[config.mk]
export PLATFORM = sky130hd
export DESIGN_NAME = button_events_flat
export DESIGN_NICKNAME = d
export VERILOG_FILES = /design/src/rtl/button_pkg.sv /design/src/rtl/button_events_if.sv /design/src/rtl/button_events.sv /design/src/flat_wrapper.sv
export SDC_FILE = /design/constraint.sdc
export NUM_CORES = 1
export LEC_CHECK = 0
export CAP_MARGIN = 20
export CORE_UTILIZATION = 40
export CTS_CLUSTER_SIZE = 14
export DETAILED_ROUTE_END_ITERATION = 7
export SLEW_MARGIN = 20
export SYNTH_ARGS = -nofsm -noshare
export SYNTH_HDL_FRONTEND = slang
export SYNTH_SLANG_ARGS = --single-unit
[constraint.sdc]
create_clock -name clk -period 2.1 [get_ports clk]
set_input_delay 0.42 -clock clk [delete_from_list [all_inputs] [get_ports clk]]
set_output_delay 0.42 -clock clk [all_outputs]
set_load 0.02 [all_outputs]
[src/rtl/button_pkg.sv]
// rtl/button_pkg.sv - shared state encoding, default timing and counter sizing for button_events
package button_pkg;

    typedef logic [1:0] state_t;

    localparam state_t IDLE  = 2'd0;
    localparam state_t SHORT = 2'd1;
    localparam state_t LONG  = 2'd2;

    // 0.5 s long-press threshold and 0.1 s repeat period at 12 MHz
    localparam int LONG_CYCLES_DEFAULT   = 6_000_000;
    localparam int REPEAT_CYCLES_DEFAULT = 1_200_000;

    function automatic int cnt_width(input int long_cycles, input int repeat_cycles);
        int m;
        m = (long_cycles > repeat_cycles) ? long_cycles : repeat_cycles;
        return (m < 2) ? 1 : $clog2(m);
    endfunction

endpackage

[src/rtl/button_events_if.sv]
// rtl/button_events_if.sv - debounced level in, one-cycle button event pulses out
interface button_events_if;

    logic level;
    logic press;
    logic release_pulse;
    logic long_press;
    logic repeat_pulse;
    logic held;

    modport master (
        output level,
        input  press,
        input  release_pulse,
        input  long_press,
        input  repeat_pulse,
        input  held
    );

    modport slave (
        input  level,
        output press,
        output release_pulse,
        output long_press,
        output repeat_pulse,
        output held
    );

endinterface

[src/rtl/button_events.sv]
// rtl/button_events.sv - turns a debounced button level into press/release/long-press/repeat pulses
module button_events
    import button_pkg::*;
#(
    parameter int LONG_CYCLES   = LONG_CYCLES_DEFAULT,
    parameter int REPEAT_CYCLES = REPEAT_CYCLES_DEFAULT
) (
    input  logic            clk,
    input  logic            reset,
    button_events_if.slave  btn
);

    localparam int               CNT_W       = cnt_width(LONG_CYCLES, REPEAT_CYCLES);
    localparam logic [CNT_W-1:0] LONG_LAST   = CNT_W'(LONG_CYCLES - 1);
    localparam logic [CNT_W-1:0] REPEAT_LAST = CNT_W'(REPEAT_CYCLES - 1);

    state_t           state_q, state_d;
    logic [CNT_W-1:0] cnt_q, cnt_d;

    logic press_q, release_q, long_q, repeat_q, held_q;
    logic press_d, release_d, long_d, repeat_d, held_d;

    // Any low sample, and the unused encoding, fall back to IDLE with a cleared count
    always_comb begin
        state_d = IDLE;
        cnt_d   = '0;
        case (state_q)
            IDLE: begin
                if (btn.level) begin
                    state_d = SHORT;
                    cnt_d   = CNT_W'(1);
                end
            end
            SHORT: begin
                if (btn.level) begin
                    if (cnt_q == LONG_LAST) begin
                        state_d = LONG;
                        cnt_d   = '0;
                    end else begin
                        state_d = SHORT;
                        cnt_d   = cnt_q + 1'b1;
                    end
                end
            end
            LONG: begin
                if (btn.level) begin
                    state_d = LONG;
                    cnt_d   = (cnt_q == REPEAT_LAST) ? '0 : cnt_q + 1'b1;
                end
            end
            default: begin
                state_d = IDLE;
                cnt_d   = '0;
            end
        endcase
    end

    // Release takes priority over a count that completes on the same sample
    always_comb begin
        press_d   = 1'b0;
        release_d = 1'b0;
        long_d    = 1'b0;
        repeat_d  = 1'b0;
        case (state_q)
            IDLE: begin
                press_d = btn.level;
            end
            SHORT: begin
                release_d = !btn.level;
                long_d    = btn.level && (cnt_q == LONG_LAST);
            end
            LONG: begin
                release_d = !btn.level;
                repeat_d  = btn.level && (cnt_q == REPEAT_LAST);
            end
            default: begin
                press_d = 1'b0;
            end
        endcase
        held_d = (state_d == SHORT) || (state_d == LONG);
    end

    always_ff @(posedge clk or posedge reset) begin
        if (reset) begin
            state_q   <= IDLE;
            cnt_q     <= '0;
            press_q   <= 1'b0;
            release_q <= 1'b0;
            long_q    <= 1'b0;
            repeat_q  <= 1'b0;
            held_q    <= 1'b0;
        end else begin
            state_q   <= state_d;
            cnt_q     <= cnt_d;
            press_q   <= press_d;
            release_q <= release_d;
            long_q    <= long_d;
            repeat_q  <= repeat_d;
            held_q    <= held_d;
        end
    end

    assign btn.press         = press_q;
    assign btn.release_pulse = release_q;
    assign btn.long_press    = long_q;
    assign btn.repeat_pulse  = repeat_q;
    assign btn.held          = held_q;

endmodule

[src/flat_wrapper.sv]
// flat-port wrapper written by rule: the top's interface ports become plain ports
module button_events_flat import button_pkg::*;
#(
    parameter int LONG_CYCLES   = LONG_CYCLES_DEFAULT,
    parameter int REPEAT_CYCLES = REPEAT_CYCLES_DEFAULT
)
  (clk, reset, btn_level, btn_press, btn_release_pulse, btn_long_press, btn_repeat_pulse, btn_held);
  button_events_if btn_i ();
  input  logic clk;
  input  logic reset;
  input wire logic [$bits(btn_i.level)-1:0] btn_level;
  output wire logic [$bits(btn_i.press)-1:0] btn_press;
  output wire logic [$bits(btn_i.release_pulse)-1:0] btn_release_pulse;
  output wire logic [$bits(btn_i.long_press)-1:0] btn_long_press;
  output wire logic [$bits(btn_i.repeat_pulse)-1:0] btn_repeat_pulse;
  output wire logic [$bits(btn_i.held)-1:0] btn_held;
  assign btn_i.level = btn_level;
  assign btn_press = btn_i.press;
  assign btn_release_pulse = btn_i.release_pulse;
  assign btn_long_press = btn_i.long_press;
  assign btn_repeat_pulse = btn_i.repeat_pulse;
  assign btn_held = btn_i.held;
  button_events #(.LONG_CYCLES(LONG_CYCLES), .REPEAT_CYCLES(REPEAT_CYCLES)) u_core (.clk(clk), .reset(reset), .btn(btn_i));
endmodule
# Word level (Yosys, flattened, before mapping)
# Index checks and enable logic that the tools add are counted.
dict set report word_totals {
  ff_bits 30
  in_bits 3
  out_inout_bits 5
  elab_cells 35
}
dict set report op_classes {
  add_sub_neg 1
  n_eq_ne 6
  muxes 15
  n_reduce_logical 6
}
# cell n
set ops {}
lappend ops {{23-bit two-way mux} 4}
lappend ops {{23-bit case mux with 3 select lines} 1}
lappend ops {{23-bit by 1-bit adder with 23-bit output, second input constant} 1}
lappend ops {{23-bit by 21-bit equality test with 1-bit output, second input constant} 1}
lappend ops {{23-bit equality test, second input constant} 1}
lappend ops {{1-bit two-way mux} 6}
lappend ops {{2-bit two-way mux} 3}
lappend ops {{2-bit case mux with 3 select lines} 1}
lappend ops {{2-bit by 1-bit equality test with 1-bit output, second input constant} 2}
lappend ops {{2-bit equality test, second input constant} 2}
lappend ops {{1-bit logical AND} 2}
lappend ops {{2-bit logical NOT} 1}
lappend ops {{2-bit OR reduction} 1}
lappend ops {{1-bit logical NOT} 1}
lappend ops {{1-bit logical OR} 1}

# Depth between registers and ports, before layout
# Gate-level depths: netlist of run 1.
dict set report depth {
  word_depth 6
  depth_mapped 7
  ltp_nobuf 6
}

# Least setup slack after synthesis of run 1
# No wires, ideal clock.
dict set report synth_path {
  kind {register -> register}
  start {register u_core.cnt_q[0]}
  end {register u_core.cnt_q[20]}
  setup_time_ns 0.087
  t_arrival_ns 1.865
  required_ns 2.013
  slack_ns 0.147
  path_stages_with_launch 7
  path_buffers 1
  period_less_slack_ns 1.953
  cell_sequence {dfrtp_1 > ha_1 > nand4_1 > or4_1 > buf_2 > or3_1 > a22oi_1}
}
dict set report synth_between {
  elab_chain_len 4
  elab_cells_between_ends 8
  cone_classes {add/sub: 1; eq/ne: 2; mux: 5}
}
# item line_no
set synth_lines {}
lappend synth_lines {{start: declaration} button_events.sv:18} ;# logic [CNT_W-1:0] cnt_q, cnt_d;
lappend synth_lines {{start signal: assignment} button_events.sv:94} ;# cnt_q <= cnt_d;
lappend synth_lines {{23-bit by 1-bit adder with 23-bit output (tied with other cells)} {button_events.sv:41, button_events.sv:48}}
lappend synth_lines {{23-bit two-way mux, on equally long branches} {button_events.sv:48, button_events.sv:36}}
lappend synth_lines {{23-bit two-way mux, on equally long branches} {button_events.sv:46, button_events.sv:35}}
lappend synth_lines {{23-bit case mux with 3 select lines *} button_events.sv:27} ;# case (state_q)
lappend synth_lines {{named net u_core.cnt_d[20]} button_events.sv:18}
# Mark *: on every way through the listed nets, which the timed path passes. The rest lies on a longest branch.

# Worst setup path after layout of run 1
# Ends and elaborated chain as after synthesis.

==> reports/qor.csv, run 1 <==
metric,value,unit
reg2reg_depth,5,
final_net_count,191,
root_buffer,clkbuf_8,
seqCellArea,751,um2
critPathKind,reg2reg,
antenna_cells,0,
synth_seq_cells,30,
post_cts_buffers,0,
seqPwrFrac,54.2,%
boundaryPins,8,
start_util,42.8,%
crit_fanout,8,
final.period_utilization,93.2,%
start_kind,flip-flop,
drcViolationCount,0,
synth-simple-area-share,22.7,%
required,2.29,ns
syn_nets,171,
die_h,65.3,um
p_sw,252,uW
via_count,1313,
rows,22,
muxShareOfSynthArea,0,%
die_x,65.3,um
post-dp-hpwl,2.31,mm
clockPowerShare,39.1,%
syn_area_per_cell,9.83,um2
p_comb_share,6.7,%
ys_warn_count,0,
crit_arrival,2.15,ns
powerDensity,581,mW/mm2
dp_slack,0.108,ns
min_period,1.96,ns
htree_levels,2,
cap_violations,0,
rsz0062_at_grt,no,
fmax,0.511,GHz
cts_sinks,30,
multi_input_area,792,um2
finalClockSkew,0.00816,ns
synthAdderAreaFrac,3.90,%
peakVddDrop,0.000416,V
grt_start_max_net_pins,17,
final_cell_area,0.00188,mm2
via_per_inst,5.68,
synth_area,0.00160,mm2
setup_viol,0,
overflow,0,
tightest_slew,0.383,ns
syn_inst,163,
worst_setup_path_end_kind,flip-flop,
status,completed,
synth-compound-area-share,14.9,%
grt_use_total,18.0,%
cpMaxStageDelayCell,or4_4,
nFillCells,349,
clk_path_buf_depth,2,
numCtsBuffers,5,
gp_congestion,0.834,
wire_per_inst,14.0,um
clk_pin_slew,0.06,ns
drive_gt1_share,12.6,%
ys_seq_area_share,46.8,%
path_cells,ha_1 > nand4_1 > or4_4 > or3_1 > a22oi_1,
port_buffers,7,
setup_tns,0,ns
drv_slew,0,
clk_latency,0.28,ns
cpPeakStageDelay,0.60,ns
setup_slack,0.143,ns
grt_pass1_vias,1305,
totalWireLength,3.24,mm
core_area,0.00374,mm2
post_synth_num_cell_types,33,
synth_top_family_by_area,simple AND/OR/NAND/NOR gates,
hold_violations,0,
synthXorXnorAreaFrac,7.65,%
cts_tree,built,
grt_pass1_wl,5.84,mm
grt_antenna_before_repair,0,
dr.pass1.iters,4,
worstHoldPathType,in2async,
die_area,0.00426,mm2
p_int,839,uW
slew-limit-headroom,74.1,%
ant_nets,0,
power_leakage,0.000743,uW
drt_iter0_markers,84,
switching_share,23.1,%
place_area,0.00180,mm2
area_growth,17.3,%
cells by family after synthesis:
family / count (synthesis)
AO/OA/AOI/OAI: 38
XOR/XNOR: 14
adder cells (fa/ha/maj): 5
buffers and inverters: 15
flip-flops: 30
AND/OR/NAND/NOR: 61
Yosys cell counts (all sizes together):
| cell | n | area (um2) |
|---|---|---|
| a211oi | 1 | 7.51 |
| a21boi | 1 | 7.51 |
| a21oi | 14 | 70.1 |
| a22oi | 7 | 57.6 |
| and2 | 3 | 18.8 |
| and4 | 3 | 26.3 |
| and4b | 1 | 10.0 |
| buf | 4 | 22.5 |
| clkbuf | 3 | 11.3 |
| dfrtp | 30 | 751 |
| ha | 5 | 62.6 |
| inv | 8 | 30.0 |
| nand2 | 10 | 37.5 |
| nand3 | 7 | 35.0 |
| nand4 | 10 | 77.6 |
| nor2 | 3 | 11.3 |
| nor2b | 3 | 18.8 |
| nor3 | 6 | 30.0 |
| nor4 | 4 | 25.0 |
| nor4b | 1 | 8.76 |
| o2111ai | 1 | 8.76 |
| o211a | 1 | 10.0 |
| o211ai | 2 | 15.0 |
| o21a | 3 | 22.5 |
| o21ai | 8 | 40.0 |
| or3 | 8 | 50.1 |
| or4 | 2 | 15.0 |
| xnor2 | 10 | 87.6 |
| xor2 | 4 | 35.0 |
per-stage QoR:
step | hold slack (ns) | cells | util, % | total power (uW)
after CTS | 0.461 | 231 | 50.1 | 1110
after global placement | 0.570 | 224 | 48.0 | 674
after floorplan | 0.486 | 163 | - | 644
final | 0.460 | 231 | 50.2 | 1090
after global routing | 0.483 | 231 | 50.2 | 1150
after detailed placement | 0.574 | 224 | 48.0 | 676
sequential cells by signal, indices dropped and copies added (netlist names):
| signal | cells |
|---|---|
| u_core.cnt_q | 23 |
| u_core.state_q | 2 |
| u_core.btn.press | 1 |
| u_core.btn.repeat_pulse | 1 |
| u_core.btn.held | 1 |
| u_core.btn.release_pulse | 1 |
| u_core.btn.long_press | 1 |
final cells by class:
cell class	instances	share of cell area (%)
Tap cell	48	3.20
Multi-Input combinational cell	118	42.1
Sequential cell	30	39.9
Timing Repair Buffer	20	8.92
Clock buffer	5	3.66
Clock inverter	2	0.533
Inverter	8	1.60
routing by layer:
metal | routed length (um) | part of all wire [%] | up-vias | GRT usage [%]
li1 | - | - | 637 | -
met1 | 1520 | 47 | 643 | 22.3
met4 | 40 | 1.2 | 0 | 6.52
met3 | 106 | 3.3 | 7 | 4.69
met5 | 0 | 0 | - | 0
met2 | 1580 | 49 | 26 | 30.2
repair_timing:
action,in CTS,in global routing
gates resized for setup,0,1
setup endpoints to repair,0,2
hold buffers,0,0
worst paths after layout:
check                                  from                       to  slack [ns]
min in group clk           u_core.cnt_q[12]         u_core.cnt_q[12]        0.59
max reg2reg                 u_core.cnt_q[0]         u_core.cnt_q[20]        0.14
max in group asynchronous             reset          u_core.cnt_q[8]        1.44
min reg2reg                u_core.cnt_q[12]         u_core.cnt_q[12]        0.59
max                         u_core.cnt_q[0]         u_core.cnt_q[20]        0.14
min                                   reset  u_core.btn.repeat_pulse        0.46
power groups by stage:
stage          Combinational (uW)  Sequential [uW]  Clock, uW
3_5_place_dp                 74.0              602          0
6_report                     73.1              591        427
5_1_grt                      83.8              592        474
4_1_cts                      74.5              591        444
3_3_place_gp                 73.5              601          0
2_1_floorplan                36.8              607          0
worst max-delay path: cells and delay by family, from the launching register on:
family                   cells  cell delay (ns)
adder cells (fa/ha/maj)      1             0.22
AND/OR/NAND/NOR              3             1.09
flip-flops                   1             0.36
AO/OA/AOI/OAI                1             0.19
cells in the final DEF, fill, tap and decap left out, drive strengths merged:
cell / netlist / layout
xnor2: 10 / 10
ha: 5 / 5
nand4: 10 / 10
and4: 3 / 3
nor4: 4 / 4
and4b: 1 / 1
and2: 3 / 3
a22oi: 7 / 7
nand2: 10 / 10
inv: 8 / 8
nor3: 6 / 6
o211a: 1 / 1
nand3: 7 / 7
or3: 8 / 8
o21a: 3 / 3
a21boi: 1 / 1
a211oi: 1 / 1
clkbuf: 3 / 5
xor2: 4 / 4
o2111ai: 1 / 1
clkinv: 0 / 2
dfrtp: 30 / 30
o21ai: 8 / 8
o211ai: 2 / 2
or4: 2 / 2
nor2: 3 / 3
buf: 4 / 13
nor2b: 3 / 3
clkdlybuf4s50: 0 / 7
nor4b: 1 / 1
a21oi: 14 / 14
Power figures use the tool's default switching activity.
==> run 2, diff against run 1 <==
- CORE_UTILIZATION: 40 -> 55
- CTS_BUF_LIST: default -> sky130_fd_sc_hd__clkbuf_2 sky130_fd_sc_hd__clkbuf_4 sky130_fd_sc_hd__clkbuf_8
- PLACE_DENSITY: default -> 0.77
==> run 2 against run 1 <==
Via count down 1.5%; final cell count down 8.7%; global-route usage up 5.4 points; sequential cell count unchanged; count of clock-buffer cells in the layout up 1; clock skew down 0.0071 ns; hold slack worse by 0.0036 ns; non-clock buffer count down 2; first-iteration DRC count down 60%; routed wire length down 0.56%; register-to-register slack about the same; worst setup slack worse by 0.0091 ns; critical path type unchanged; largest cell class unchanged; highest routed layer unchanged.
==> reports/qor.csv, run 2 (synthesis results as in run 1) <==
metric,value,unit
status,completed,
regToRegSetupSlack,0.13,ns
antenna_cells,0,
r2r-end,u_core.cnt_q[22],
finalClockSkew,0.00106,ns
overflow,0,
post-dp-hpwl,2.22,mm
die_h,56.0,um
path_cells,ha_1 > nand4_1 > or4_4 > or3_1 > a22oi_1,
drive_gt1_share,11.1,%
grt_start_max_net_pins,31,
largest_reg_flops,23,
fmax,0.509,GHz
min_period,1.97,ns
core_area,0.00276,mm2
final_net_count,189,
start_util,58.1,%
critPathKind,reg2reg,
final_util,65.8,%
final.period_utilization,93.6,%
root_buffer,clkbuf_4,
layout_commonest_cell,dfrtp_1,
crit_fanout,8,
cpMaxStageDelayCell,or4_4,
worstHoldPathType,in2async,
timing.hold.ws,0.456,ns
setup_slack,0.134,ns
grt_use_total,23.5,%
area_growth,13.3,%
reg2reg_depth,5,
ctsResizeCount,0,
boundaryPins,8,
tightest_slew,0.390,ns
slew-limit-headroom,73.6,%
cts-hold-fix-buffers,0,
clk_latency,0.32,ns
cts_tree,built,
drt_iter0_markers,34,
grt_pass1_wl,5.58,mm
die_x,56.0,um
rsz0062_at_grt,no,
via_count,1293,
largest-register,u_core.cnt_q,
via_per_inst,6.13,
hold_violations,0,
port_buffers,7,
worst_setup_path_end_kind,flip-flop,
powerDensity,549,mW/mm2
peakVddDrop,0.000479,V
drv_slew,0,
reg_top3,"u_core.cnt_q x23, u_core.state_q x2",
wire_per_inst,15.3,um
ant_nets,0,
total_power,996,uW
power_leakage,0.000720,uW
clk_path_buf_depth,2,
die_area,0.00313,mm2
cap_violations,0,
required,2.34,ns
numCtsBuffers,5,
crit_arrival,2.21,ns
setup_tns,0,ns
dp_slack,0.0897,ns
most-common-layout-cells,"dfrtp_1 (30), a21oi_1 (14), buf_4 (11)",
grt_antenna_before_repair,0,
post_cts_buffers,0,
dr.pass1.iters,4,
totalWireLength,3.22,mm
start_kind,flip-flop,
clk_pin_slew,0.08,ns
setup_viol,0,
cts_sinks,30,
rows,19,
gp_congestion,0.784,
cpPeakStageDelay,0.60,ns
nFillCells,223,
grt_pass1_vias,1249,
htree_levels,2,
drcViolationCount,0,
r2r-start,u_core.cnt_q[1],
## run 2: cell types whose count changed in the layout (fill, tap and decap cells not counted), sizes merged
cell / previous run / this run
buf: 13 / 11
clkinv: 2 / 0
clkbuf: 5 / 6
## run 2: worst max-delay path, delay by kind of cell, from the launching register on
kind,cells,cell delay (ns)
compound gates,1,0.16
fa+ha+maj,1,0.24
flops,1,0.39
simple gates,3,1.09
## run 2: how the worst max path moves through the flow
stage | start | end | slack (ns) | cells after the start
after floorplan | u_core.cnt_q[0] | u_core.cnt_q[20] | 0.15 | 6
after detailed placement | u_core.cnt_q[1] | u_core.cnt_q[22] | 0.09 | 5
after global routing | u_core.cnt_q[1] | u_core.cnt_q[22] | 0.0007 | 5
after CTS | u_core.cnt_q[1] | u_core.cnt_q[22] | 0.07 | 5
after global placement | u_core.cnt_q[1] | u_core.cnt_q[20] | 0.19 | 5
final | u_core.cnt_q[1] | u_core.cnt_q[22] | 0.13 | 5
## run 2: where the power goes
part           switching, uW  internal, uW
clock network            183           151
registers               4.52           586
logic                   42.6          30.1
total                    230           766
## run 2: metrics by stage
stage | instances | cell area, um2
2_1_floorplan | 163 | 1600
5_1_grt | 211 | 1820
3_5_place_dp | 205 | 1760
6_report | 211 | 1820
4_1_cts | 211 | 1810
3_3_place_gp | 205 | 1760
## run 2: final cells by class
cell class	count	area, um2	share of cell area (%)
timing repair buffer	18	153	8.41
sequential	30	751	41.4
tap	31	38.8	2.14
clock buffer	6	51.3	2.83
inverter	8	30.0	1.65
multi-input combinational	118	792	43.6
## run 2: layer usage
layer / track usage (%) / routed length [um] / vias to the layer above
met4: 9.41 / 57 / 0
li1: - / - / 635
met3: 7.67 / 112 / 6
met5: 0 / 0 / -
met2: 38.6 / 1570 / 22
met1: 28.4 / 1490 / 630
